## src/rtl/seq_deadtime_pkg.sv

```systemverilog
// Shared state encoding and sizing helper for the seq_deadtime output stage.
package seq_deadtime_pkg;

  typedef enum logic [1:0] {
    SEQDT_OFF  = 2'd0,
    SEQDT_WAIT = 2'd1,
    SEQDT_ON   = 2'd2
  } seqdt_state_e;

  // Counter width clog2(dt+1), kept at least 1 bit so dt=0 still builds.
  function automatic int seqdt_cnt_w(input int dt_v);
    return (dt_v < 1) ? 1 : $clog2(dt_v + 1);
  endfunction

endpackage

```

## src/rtl/seq_deadtime_chan.sv

```systemverilog
// One output channel: OFF/WAIT/ON state machine delaying each rising request by dt clocks.
module seq_deadtime_chan
  import seq_deadtime_pkg::*;
#(
  parameter int dt = 3
) (
  input  logic clk,
  input  logic rst,
  input  logic req,
  output logic q_bit,
  output logic waiting
);

  localparam int             CW   = seqdt_cnt_w(dt);
  localparam logic [CW-1:0]  LOAD = (dt > 0) ? CW'(dt - 1) : '0;

  seqdt_state_e  r_state, w_state_nxt;
  logic [CW-1:0] r_cnt,   w_cnt_nxt;

  // NOTE: state registers use non-blocking assignments so every flop samples pre-edge values.
  always_ff @(posedge clk or posedge rst) begin
    if (rst) begin
      r_state <= SEQDT_OFF;
      r_cnt   <= '0;
    end else begin
      r_state <= w_state_nxt;
      r_cnt   <= w_cnt_nxt;
    end
  end

  // NOTE: defaults first, so no path through the case leaves a latch behind.
  always_comb begin
    w_state_nxt = r_state;
    w_cnt_nxt   = r_cnt;
    unique case (r_state)
      SEQDT_OFF: begin
        if (req) begin
          if (dt == 0) begin
            w_state_nxt = SEQDT_ON;
          end else begin
            w_state_nxt = SEQDT_WAIT;
            w_cnt_nxt   = LOAD;
          end
        end
      end
      SEQDT_WAIT: begin
        // A dropped request cancels the pending rise; the counter only moves here.
        if (!req)               w_state_nxt = SEQDT_OFF;
        else if (r_cnt == '0)   w_state_nxt = SEQDT_ON;
        else                    w_cnt_nxt   = r_cnt - 1'b1;
      end
      SEQDT_ON: begin
        if (!req) w_state_nxt = SEQDT_OFF;
      end
      default: w_state_nxt = SEQDT_OFF;
    endcase
  end

  assign q_bit   = (r_state == SEQDT_ON);
  assign waiting = (r_state == SEQDT_WAIT);

endmodule

```

## src/rtl/seq_deadtime.sv

```systemverilog
// Break-before-make output stage for sequencer phase pins.
// Optional complementary-pair interlock with sticky fault: SEQ_DEADTIME_INTERLOCK_EN.
module seq_deadtime
  import seq_deadtime_pkg::*;
#(
  parameter int ddw   = 4,
  parameter int dt    = 3,
  parameter int pairs = 2
) (
  input  logic           clk,
  input  logic           rst,
  input  logic [ddw-1:0] d,
  input  logic           en,
  output logic [ddw-1:0] q,
  output logic           busy
`ifdef SEQ_DEADTIME_INTERLOCK_EN
  ,
  output logic           fault
`endif
);

  logic [ddw-1:0] r_d;
  logic           r_en;
  logic [ddw-1:0] w_req_raw;
  logic [ddw-1:0] w_req;
  logic [ddw-1:0] w_waiting;

  // An illegal pair count has no channel mapping; this block names it in the hierarchy.
  if (2 * pairs > ddw) begin : g_err_pairs_exceed_ddw
  end

  always_ff @(posedge clk or posedge rst) begin
    if (rst) begin
      r_d  <= '0;
      r_en <= 1'b0;
    end else begin
      r_d  <= d;
      r_en <= en;
    end
  end

  assign w_req_raw = r_d & {ddw{r_en}};

`ifdef SEQ_DEADTIME_INTERLOCK_EN
  logic [ddw-1:0] w_pair_mask;
  logic           r_fault;

  // Both halves of a pair requested together are both suppressed for that cycle.
  always_comb begin
    w_pair_mask = '0;
    for (int k = 0; k < pairs; k++) begin
      if (w_req_raw[2*k] && w_req_raw[2*k+1]) begin
        w_pair_mask[2*k]   = 1'b1;
        w_pair_mask[2*k+1] = 1'b1;
      end
    end
  end

  assign w_req = w_req_raw & ~w_pair_mask;

  always_ff @(posedge clk or posedge rst) begin
    if (rst) r_fault <= 1'b0;
    else     r_fault <= r_fault | (|w_pair_mask);
  end

  assign fault = r_fault;
`else
  assign w_req = w_req_raw;
`endif

  for (genvar i = 0; i < ddw; i++) begin : g_chan
    seq_deadtime_chan #(
      .dt(dt)
    ) u_chan (
      .clk     (clk),
      .rst     (rst),
      .req     (w_req[i]),
      .q_bit   (q[i]),
      .waiting (w_waiting[i])
    );
  end

  assign busy = |w_waiting;

endmodule
```

## config.mk

```make
export PLATFORM = sky130hd
export DESIGN_NAME = seq_deadtime
export DESIGN_NICKNAME = d
export VERILOG_FILES = /design/src/rtl/seq_deadtime_pkg.sv /design/src/rtl/seq_deadtime_chan.sv /design/src/rtl/seq_deadtime.sv
export SDC_FILE = /design/constraint.sdc
export NUM_CORES = 1
export LEC_CHECK = 0
export BUFFER_PORTS_ARGS = -buffer_cell sky130_fd_sc_hd__buf_2
export CORE_ASPECT_RATIO = 1.25
export CORE_MARGIN = 10
export CORE_UTILIZATION = 50
export DETAILED_ROUTE_END_ITERATION = 12
export PLACE_DENSITY_LB_ADDON = 0.3
export SYNTH_ARGS = -nofsm -noshare
export SYNTH_HDL_FRONTEND = slang
export SYNTH_SLANG_ARGS = --single-unit
export TNS_END_PERCENT = 30
```

## constraint.sdc

```tcl
create_clock -name clk -period 2 [get_ports clk]
set_clock_uncertainty 0.1 [all_clocks]
set_input_delay 0.1 -clock clk [delete_from_list [all_inputs] [get_ports clk]]
set_output_delay 0.1 -clock clk [all_outputs]
set_load 0.05 [all_outputs]
```

== Word level (Yosys, flattened, before mapping) ==
Cells that the tools add are included.
Storage, ports and cells
  output and inout port bits: 5
  bits in writable memories: 0
  memories kept: 0
  bits in read-only memories: 0
  flip-flop bits (word level): 21
  bits in latches: 0
Cells by class
  $add $sub $neg: 4
  shift-type cells: 0
  eq/ne operators: 28
  div/mod/pow operators: 0
  reductions and logical operators: 21
  multiply operators: 0
  magnitude comparators: 0
  multiplexer cells: 36
  bitwise logic cells: 1
Operators by type and width (number)
  2-bit 2-to-1 mux: 28
  2-bit != test, second input constant: 16
  2-bit case mux with 3 select lines: 4
  2-bit zero test: 8
  2-bit case mux with 2 select lines: 4
  4-bit AND reduction: 4
  3-bit != test, second input constant: 4
  3-bit AND reduction: 4
  2-bit by 1-bit equality test with 1-bit output, second input constant: 4
  2-bit equality test, second input constant: 4
  2-bit nonzero test: 4
  2-bit by 1-bit subtractor with 2-bit output, second input constant: 4
  4-bit AND: 1
  4-bit OR reduction: 1

== Longest topological paths before layout ==
Gate-level depths: netlist of run 1.
  depth after elaboration: 4
  gate-level depth with buffers: 5

== By module ==
Synthesis of run 1 repeated with hierarchy kept, for this count alone.
Second synthesis, totals
  cells, all modules: 95
  area total of the unflattened synthesis: 972.2 um^2
By module, submodules not included
  seq_deadtime_chan: seq. area each 100.1 um^2, cells each 21, instances 4, area each 202.7 um^2
  seq_deadtime: seq. area each 125.1 um^2, cells each 11, instances 1, area each 161.4 um^2

== Worst setup path after synthesis of run 1 ==
No wires, ideal clock.
  kind: flip-flop to output port
  start point: register g_chan[1].u_chan.r_state[0]
  end point: output port busy
  stages on the path, launching flop included: 3
  slack: 0.478 ns
  data required time: 1.800 ns
  data arrival time: 1.322 ns
  cell sequence: dfrtp_1 > inv_1 > o221ai_1
On the way
  word-level cells in the longest chain between the ends: 2
RTL lines
  from (decl): RTL line seq_deadtime_chan.sv:17  | seqdt_state_e r_state, w_state_nxt;
  from (signal assigned): RTL line seq_deadtime_chan.sv:26  | r_state <= w_state_nxt;
  2-bit by 1-bit equality test with 1-bit output: RTL line seq_deadtime_chan.sv:60  | assign waiting = (r_state == SEQDT_WAIT);
  4-bit OR reduction: RTL line seq_deadtime.sv:83  | assign busy = |w_waiting;
  to (decl): RTL line seq_deadtime.sv:15  | output logic busy
Every way passes these cells.

== Final worst setup path of run 1 ==
  start point: register g_chan[0].u_chan.r_state[0]
  end point: output port busy
On the way
  word-level cells in the longest chain between the ends: 2
RTL lines (RTL line)
  from (decl): seq_deadtime_chan.sv:17
  from (signal assigned): seq_deadtime_chan.sv:26
  2-bit by 1-bit equality test with 1-bit output: seq_deadtime_chan.sv:60
  4-bit OR reduction: seq_deadtime.sv:83
Every way passes these cells.

==> metrics, run 1 <==
number of H-tree levels=1; Post-synth top flop=dfrtp_1; WS Path Type=reg2out; Nets=110; Worst setup EP type=output port; Reg-to-Reg End=g_chan[0].u_chan.r_cnt[1]; vias per cell=4.95; # IOs=12; largest cells by area after synthesis=dfrtp_1, inv_1, ha_1; Reg2Reg Setup Slack=0.51 ns; Adder-Cell Fraction of Synth Area=5.36%; CP startpoint kind=register; top-area cell type share of the netlist area=56.3%; Unique masters post-synth=19; Post-Synth Simple-Gate Area=12.3%; crit path launch=g_chan[0].u_chan.r_state[0]; # DRC=0; DRT Pass-1 Iters=2; Lkg Pwr=0.000573 uW; DP Wirelength=1.06 mm; sequential area share after synthesis=56.3%; fmax=666 MHz; Clk pwr share=23.4%; CTS tree=built; Synth Cell Area=933 um2; Avg Inst Size Synth=11.5 um2; CTS sink cnt=21; post-DR wirelength/cell=12.2 um; Slew @ Worst Pin=0.770 ns; area growth from synthesis to layout=14.5%; sw power=225 uW; Total GRT Usage=7.79%; Vias=579; CTS Root Cell=clkbuf_4; Crit Path Max Fanout=5; Slew HR=48.6%; # port buffers=11; FFs w/ async S/R, synth=100%; worst-case clock buffer depth=2; register area=526 um2; Synth Area in XOR/XNOR=0%; total die area=4010 um2; first-pass GRT wire length=2.45 mm; die span in x=58.6 um; post-synthesis register bit count=21; Req. time, crit path=1.80 ns; Comb power frac=18.0%; Hold WC Path Type=in2reg; initial core utilization=52.9%; Pins Over Slew Limit=0; syn nets=92; vias in the first global route=576; cts bufs inserted=3; crit path DAT=1.30 ns; outcome=complete, no violations; Fin. Hold Viols=0; fill cell count=155; Hold Crit Depth=2; sequential share of power=58.6%; number of synthesized flops with an enable pin=0; Die Height=68.3 um; R2R Path Start=g_chan[0].u_chan.r_cnt[0]; Clock Latency Late Sink=0.29 ns; Synth Area in Compound Gates=7.64%; power per cell area=784 nW/um2; hold path endpoint=r_d[3]; Final Wtd Congestion=0.748; mux cell area share after synthesis=9.52%; Detail Route Antenna Nets=0; internal power=614 uW; Yosys warnings=0; area leader, netlist=dfrtp_1; row count=17; Reg clk slew, reported paths=0.11 ns; maximum vdd drop=551 uV; footprint of the multi-input gates=325 um2; Max Cap Viol=0; Hold Path Origin=d[3]; RSZ-0062 raised after global routing=false; Antenna Cells=0; largest family of logic cells by synthesized area=simple AND/OR/NAND/NOR gates; Net Sw Frac=26.8%; # setup viols final=0; # Post-CTS Setup Buffers=0; largest net degree at the start of global routing=22; layout cell share with drive strength beyond 1=23.5%; Power, Total=838 uW; final WL=1.43 mm; Final period util=75.1%; Iteration-0 DRC Markers=23; antenna violations before repair=0; final worst path period need=1.50 ns; r2r worst-path depth=5; setup tns final=0 ns; Post-Syn Instances=81; grt ovf=0; Core ar.=1770 um2
-- synthesized netlist by cell type, types with 2 or more instances --
cell type / count
inv_1: 14
nor2_1: 5
nand2_1: 12
mux2i_1: 4
o211a_1: 3
buf_4: 4
mux2_2: 3
ha_1: 4
and4_2: 2
dfrtp_1: 21
-- power by group through the flow --
stage               logic, uW  registers, uW  clock network (uW)
finish                    151            491                 196
global route              175            497                 222
CTS                       155            491                 210
detailed placement        146            499                   0
global placement          139            498                   0
floorplan                 118            493                   0
-- timing repair --
item,CTS,global route
hold buffers,6,0
setup endpoints to repair,0,0
endpoints found under the hold margin,26,0
gates resized for setup,0,0
-- stage by stage --
stage	hold slack [ns]	worst slack [ns]	std cells	cell area, um2	util, %
3_5_place_dp	0.109	0.518	107	982	55.6
6_report	0.340	0.497	117	1070	60.5
4_1_cts	0.326	0.462	117	1070	60.5
3_3_place_gp	0.107	0.541	107	982	55.6
5_1_grt	0.332	0.404	117	1070	60.5
2_1_floorplan	-0.0235	0.478	81	933	-
-- worst max-delay path: stages (launching register included) --
cell and delay [ns]:
dfrtp_1 0.44, a22oi_1 0.21, o221ai_1 0.13, buf_2 0.23
-- per-layer routing --
metal  track usage (%)  part of all wire, %  up-vias
met1              9.52                   48      273
li1                  -                    -      295
met3              2.41                  4.6        2
met4              4.31                 0.63        0
met5                 0                    0        -
met2              12.0                   47        9
-- kinds of logic after synthesis --
group,Yosys count
buf+inv,18
flops,21
mux,8
fa+ha+maj,4
simple gates,23
compound gates,7
-- flip-flops by register name, summed over array words and instances, names as in the netlist --
name and flops:
r_en 1, r_d 4, g_chan.u_chan.r_cnt 8, g_chan.u_chan.r_state 8
-- how the worst max path moves through the flow --
stage	end
2_1_floorplan	busy
6_report	busy
3_5_place_dp	g_chan[0].u_chan.r_cnt[1]
3_3_place_gp	g_chan[1].u_chan.r_cnt[1]
4_1_cts	busy
5_1_grt	busy
-- placed cells by master (no fill, tap or decap), types with 2 or more instances in the layout --
cell type      instances
mux2_2                 3
dlygate4sd3_1          6
nand2_1               12
clkbuf_4               3
nor2_1                 5
o211a_1                3
buf_2                 11
ha_1                   4
mux2i_1                4
and4_2                 2
dfrtp_1               21
inv_1                 14
-- area by class of cell --
cell class              instances  area share [%]
flip-flops and latches         21            49.2
multi-input cells              42            30.4
repair buffers                 17            10.8
inverters                      14            4.92
clock buffers                   4            2.46
well taps                      19            2.22
No activity file was read; power rests on OpenSTA's default activity.
==> inputs of run 2 (changes only) <==
--- a/config.mk
+++ b/config.mk
@@ -8,7 +8,7 @@
 export BUFFER_PORTS_ARGS = -buffer_cell sky130_fd_sc_hd__buf_2
 export CORE_ASPECT_RATIO = 1.25
 export CORE_MARGIN = 10
-export CORE_UTILIZATION = 50
+export CORE_UTILIZATION = 49
 export DETAILED_ROUTE_END_ITERATION = 12
 export PLACE_DENSITY_LB_ADDON = 0.3
 export SYNTH_ARGS = -nofsm -noshare
==> constraint.sdc (replaced) <==
create_clock -name clk -period 1.2 [get_ports clk]
set_clock_uncertainty 0.1 [all_clocks]
set_input_delay 0.06 -clock clk [delete_from_list [all_inputs] [get_ports clk]]
set_output_delay 0.06 -clock clk [all_outputs]
set_load 0.05 [all_outputs]
==> metrics, run 2 (same netlist as run 1, synthesis figures left out) <==
first-pass GRT wire length=3.18 mm; Final Wtd Congestion=0.778; Slew HR=84.7%; met1 Use GR=11.1%; critical path's slowest cell=dfrtp_1; WS Path Type=reg2out; final worst setup slack=-0.297 ns; die span in x=59.0 um; Clock Latency Late Sink=0.31 ns; largest net degree at the start of global routing=13; post-DR wirelength/cell=13.7 um; Antenna Cells=0; cts bufs inserted=3; # port buffers=11; vias in the first global route=733; initial core utilization=52.2%; # DRC=0; CP Buf/Inv Count=3; Fin. Hold Viols=0; critical path's top delay family=flip-flops; failing checks=setup timing; most used cell, CP=buf_6; Vias=691; worst-case clock buffer depth=2; Final period util=125%; power per cell area=1180 nW/um2; Largest regs=g_chan.u_chan.r_cnt x8, g_chan.u_chan.r_state x8, r_d x4; Finished Core Util=76.1%; maximum vdd drop=935 uV; number of H-tree levels=1; Max Cap Viol=0; Req. time, crit path=1.04 ns; CTS sink cnt=21; fmax=668 MHz; busiest layer in global routing=met2; row count=17; met2 Usage GRT=17.1%; RSZ-0062 raised after global routing=true; antenna violations before repair=0; vias per cell=5.01; final WL=1.90 mm; routing usage on met3=3.47%; crit path DAT=1.34 ns; DRT Pass-1 Iters=2; layout cell share with drive strength beyond 1=55.5%; CP startpoint kind=register; DP Wirelength=1.32 mm; commonest non-fill, non-tap cells in the layout=dfrtp_1, buf_4, buf_6; # setup viols final=14; Reg clk slew, reported paths=0.11 ns; # IOs=12; final worst path period need=1.50 ns; Hold WC Path Type=in2async; register area=527 um2; CP max stage delay=0.38 ns; Pins Over Slew Limit=0; footprint of the multi-input gates=399 um2; Nets=131; Core ar.=1790 um2; CTS tree=built; crit path cell chain=inv_2 -> buf_6 -> a22oi_2 -> o221ai_2 -> buf_6; area growth from synthesis to layout=45.7%; Lkg Pwr=0.000692 uW; Detail Route Antenna Nets=0; Total GRT Usage=10.5%; Iteration-0 DRC Markers=4; commonest non-fill, non-tap cell in the layout=dfrtp_1; total die area=4060 um2; CTS Root Cell=clkbuf_4; Worst setup EP type=output port; outcome=finished, violations left; grt ovf=0; setup tns final=-2.11 ns; Die Height=68.8 um; WHS=0.193 ns; fill cell count=101; Slew @ Worst Pin=0.229 ns; Crit Path Max Fanout=2
==> run 2: timing repair <==
action                                 4_1_cts  5_1_grt
setup buffers                                3        1
hold buffers                                 6        0
setup endpoints to repair                   15       18
gates cloned                                 0        0
gates resized for setup                     35        9
endpoints found under the hold margin       26        0
pin swaps                                    6        3
==> run 2: routing by layer <==
| metal | up-vias | routed length, um |
|---|---|---|
| met2 | 12 | 957 |
| li1 | 338 | - |
| met1 | 334 | 793 |
| met3 | 7 | 85 |
| met4 | 0 | 60 |
| met5 | - | 0 |
==> run 2: area by class of cell <==
type                            instances  share of cell area, %
Clock buffer                            3                   1.66
Clock inverter                          1                  0.368
Inverter                               14                   3.86
Multi-Input combinational cell         42                   29.3
Sequential cell                        21                   38.7
Tap cell                               19                   1.75
Timing Repair Buffer                   38                   24.3
==> run 2: path summary, 6_finish.rpt <==
kind,startpoint,endpoint,slack [ns],cells after the start
min reg2reg,g_chan[2].u_chan.r_cnt[1],g_chan[2].u_chan.r_cnt[1],0.43,1
max in group asynchronous,rst,r_en,0.65,4
max reg2reg,g_chan[0].u_chan.r_cnt[1],g_chan[0].u_chan.r_cnt[1],-0.27,5
min,rst,g_chan[1].u_chan.r_state[1],0.19,4
max,g_chan[0].u_chan.r_state[1],busy,-0.30,5
min in group clk,d[2],r_d[2],0.28,2
==> run 2: power by group <==
part	switching, uW	internal, uW	total [uW]
clock network	221	125	346
logic	196	240	436
registers	41.7	778	819
==> run 2: per-stage QoR <==
step	total power [uW]	cell area (um2)	worst slack, ns	cells
floorplan	1020	940	-0.209	81
global placement	1130	1130	-0.245	126
detailed placement	1160	1130	-0.266	126
CTS	1580	1340	-0.296	139
global route	1700	1360	-0.371	138
finish	1600	1360	-0.297	138
==> run 2: tightest hold or removal path, stage by stage <==
cell,delay (ns)
dlygate4sd3_1,0.53
buf_2,0.12
inv_1,0.07
buf_4,0.19
==> inputs of run 3 (changes only) <==
--- a/config.mk
+++ b/config.mk
@@ -9,8 +9,10 @@
 export CORE_ASPECT_RATIO = 1.25
 export CORE_MARGIN = 10
 export CORE_UTILIZATION = 49
+export CTS_CLUSTER_SIZE = 16
 export DETAILED_ROUTE_END_ITERATION = 12
 export PLACE_DENSITY_LB_ADDON = 0.3
+export RECOVER_POWER = 25
 export SYNTH_ARGS = -nofsm -noshare
 export SYNTH_HDL_FRONTEND = slang
 export SYNTH_SLANG_ARGS = --single-unit
==> metrics, run 3 (same netlist as run 1, synthesis figures left out) <==
outcome=finished, violations left; failing checks=setup timing; Vias=691; post-DR wirelength/cell=13.7 um; fmax=668 MHz; R2R Path Start=g_chan[0].u_chan.r_cnt[1]; r2r worst-path depth=5; RSZ-0062 raised after global routing=true; area post-placement=1130 um2; # port buffers=11; Hold WC Path Type=in2async; # IOs=12; final worst path period need=1.50 ns; Slew @ Worst Pin=0.552 ns; maximum vdd drop=935 uV; Reg-to-Reg End=g_chan[0].u_chan.r_cnt[1]; # setup viols final=14; Req. time, crit path=1.04 ns; # DRC=0; grt ovf=0; CTS tree=built; Total GRT Usage=10.5%; CTS Root Cell=clkbuf_4; vias in the first global route=733; worst-case clock buffer depth=2; Crit Path Max Fanout=2; first-pass GRT wire length=3.18 mm; Worst setup EP type=output port; DP Wirelength=1.32 mm; WS Path Type=reg2out; Cells after DPL=126; cts bufs inserted=3; Slew HR=63.2%; Power, Total=1600 uW; Final Wtd Congestion=0.778; Detail Route Antenna Nets=0; Antenna Cells=0; die span in x=59.0 um; final worst setup slack=-0.296 ns; non-filler instance count after layout=138; total die area=4060 um2; row count=17; antenna violations before repair=0; number of H-tree levels=1; power per cell area=1180 nW/um2; commonest non-fill, non-tap cell in the layout=dfrtp_1; initial core utilization=52.2%; area growth from synthesis to layout=45.3%; layout cell share with drive strength beyond 1=54.6%; Final period util=125%; crit path DAT=1.34 ns; Iteration-0 DRC Markers=4; Pins Over Slew Limit=0; Max Cap Viol=0; WHS=0.188 ns; Clock Latency Late Sink=0.31 ns; Nets=131; Largest regs=g_chan.u_chan.r_cnt x8, g_chan.u_chan.r_state x8, r_d x4; Die Height=68.8 um; fin area=1360 um2; Lkg Pwr=0.000688 uW; Core ar.=1790 um2; Reg clk slew, reported paths=0.11 ns; Fin. Hold Viols=0; CP startpoint kind=register; vias per cell=5.01; DRT Pass-1 Iters=2; commonest non-fill, non-tap cells in the layout=dfrtp_1, buf_4, buf_6; Reg2Reg Setup Slack=-0.27 ns; CTS sink cnt=21; largest net degree at the start of global routing=13; final WL=1.89 mm
## run 3: area by class of cell
class	count	area [um2]
Fill cell	100	430
Clock buffer	3	22.5
Multi-Input combinational cell	42	399
Tap cell	19	23.8
Sequential cell	21	527
Inverter	14	52.6
Clock inverter	1	5.00
Timing Repair Buffer	38	327
## run 3: timing repair
action | in CTS | in global routing
gates resized for setup | 35 | 9
hold buffers | 6 | 0
endpoints found under the hold margin | 26 | 0
pin swaps | 6 | 3
endpoints found under the setup margin | 15 | 18
setup buffers | 3 | 1
## run 3: critical path, stage by stage, from the launching register on
cell and delay (ns):
dfrtp_1 0.38, inv_2 0.05, buf_6 0.11, a22oi_2 0.19, o221ai_2 0.12, buf_6 0.17
## run 3: report_power, final
| part | internal (uW) | total [uW] | switching (uW) | leakage (uW) |
|---|---|---|---|---|
| clock | 125 | 346 | 221 | 0.0000177 |
| combinational | 238 | 435 | 196 | 0.000413 |
| sequential | 778 | 819 | 41.7 | 0.000257 |
| total | 1140 | 1600 | 459 | 0.000688 |
## run 3: per-layer routing
metal	part of all wire, %	track usage (%)	vias to the layer above	wire length [um]
met2	51	17.1	12	956
met5	0	0	-	0
met1	42	11.1	334	791
met3	4.5	3.47	7	85
met4	3.2	7.76	0	60
li1	-	-	338	-
## run 3: how the worst max path moves through the flow
stage	start	endpoint	cells past startpoint
3_5_place_dp	g_chan[0].u_chan.r_cnt[1]	g_chan[0].u_chan.r_cnt[1]	5
4_1_cts	g_chan[0].u_chan.r_state[1]	busy	5
3_3_place_gp	g_chan[3].u_chan.r_cnt[0]	g_chan[3].u_chan.r_cnt[1]	5
6_report	g_chan[0].u_chan.r_state[1]	busy	5
5_1_grt	g_chan[0].u_chan.r_state[1]	busy	5
2_1_floorplan	g_chan[1].u_chan.r_cnt[0]	g_chan[1].u_chan.r_cnt[1]	4
## run 3: stage by stage
step	utilization, %	worst slack [ns]	TNS (ns)
final	75.9	-0.296	-2.11
after global routing	75.9	-0.371	-3.10
after CTS	75.0	-0.296	-2.33
after detailed placement	63.3	-0.266	-1.53
after global placement	63.3	-0.245	-1.25
after floorplan	-	-0.209	-0.847
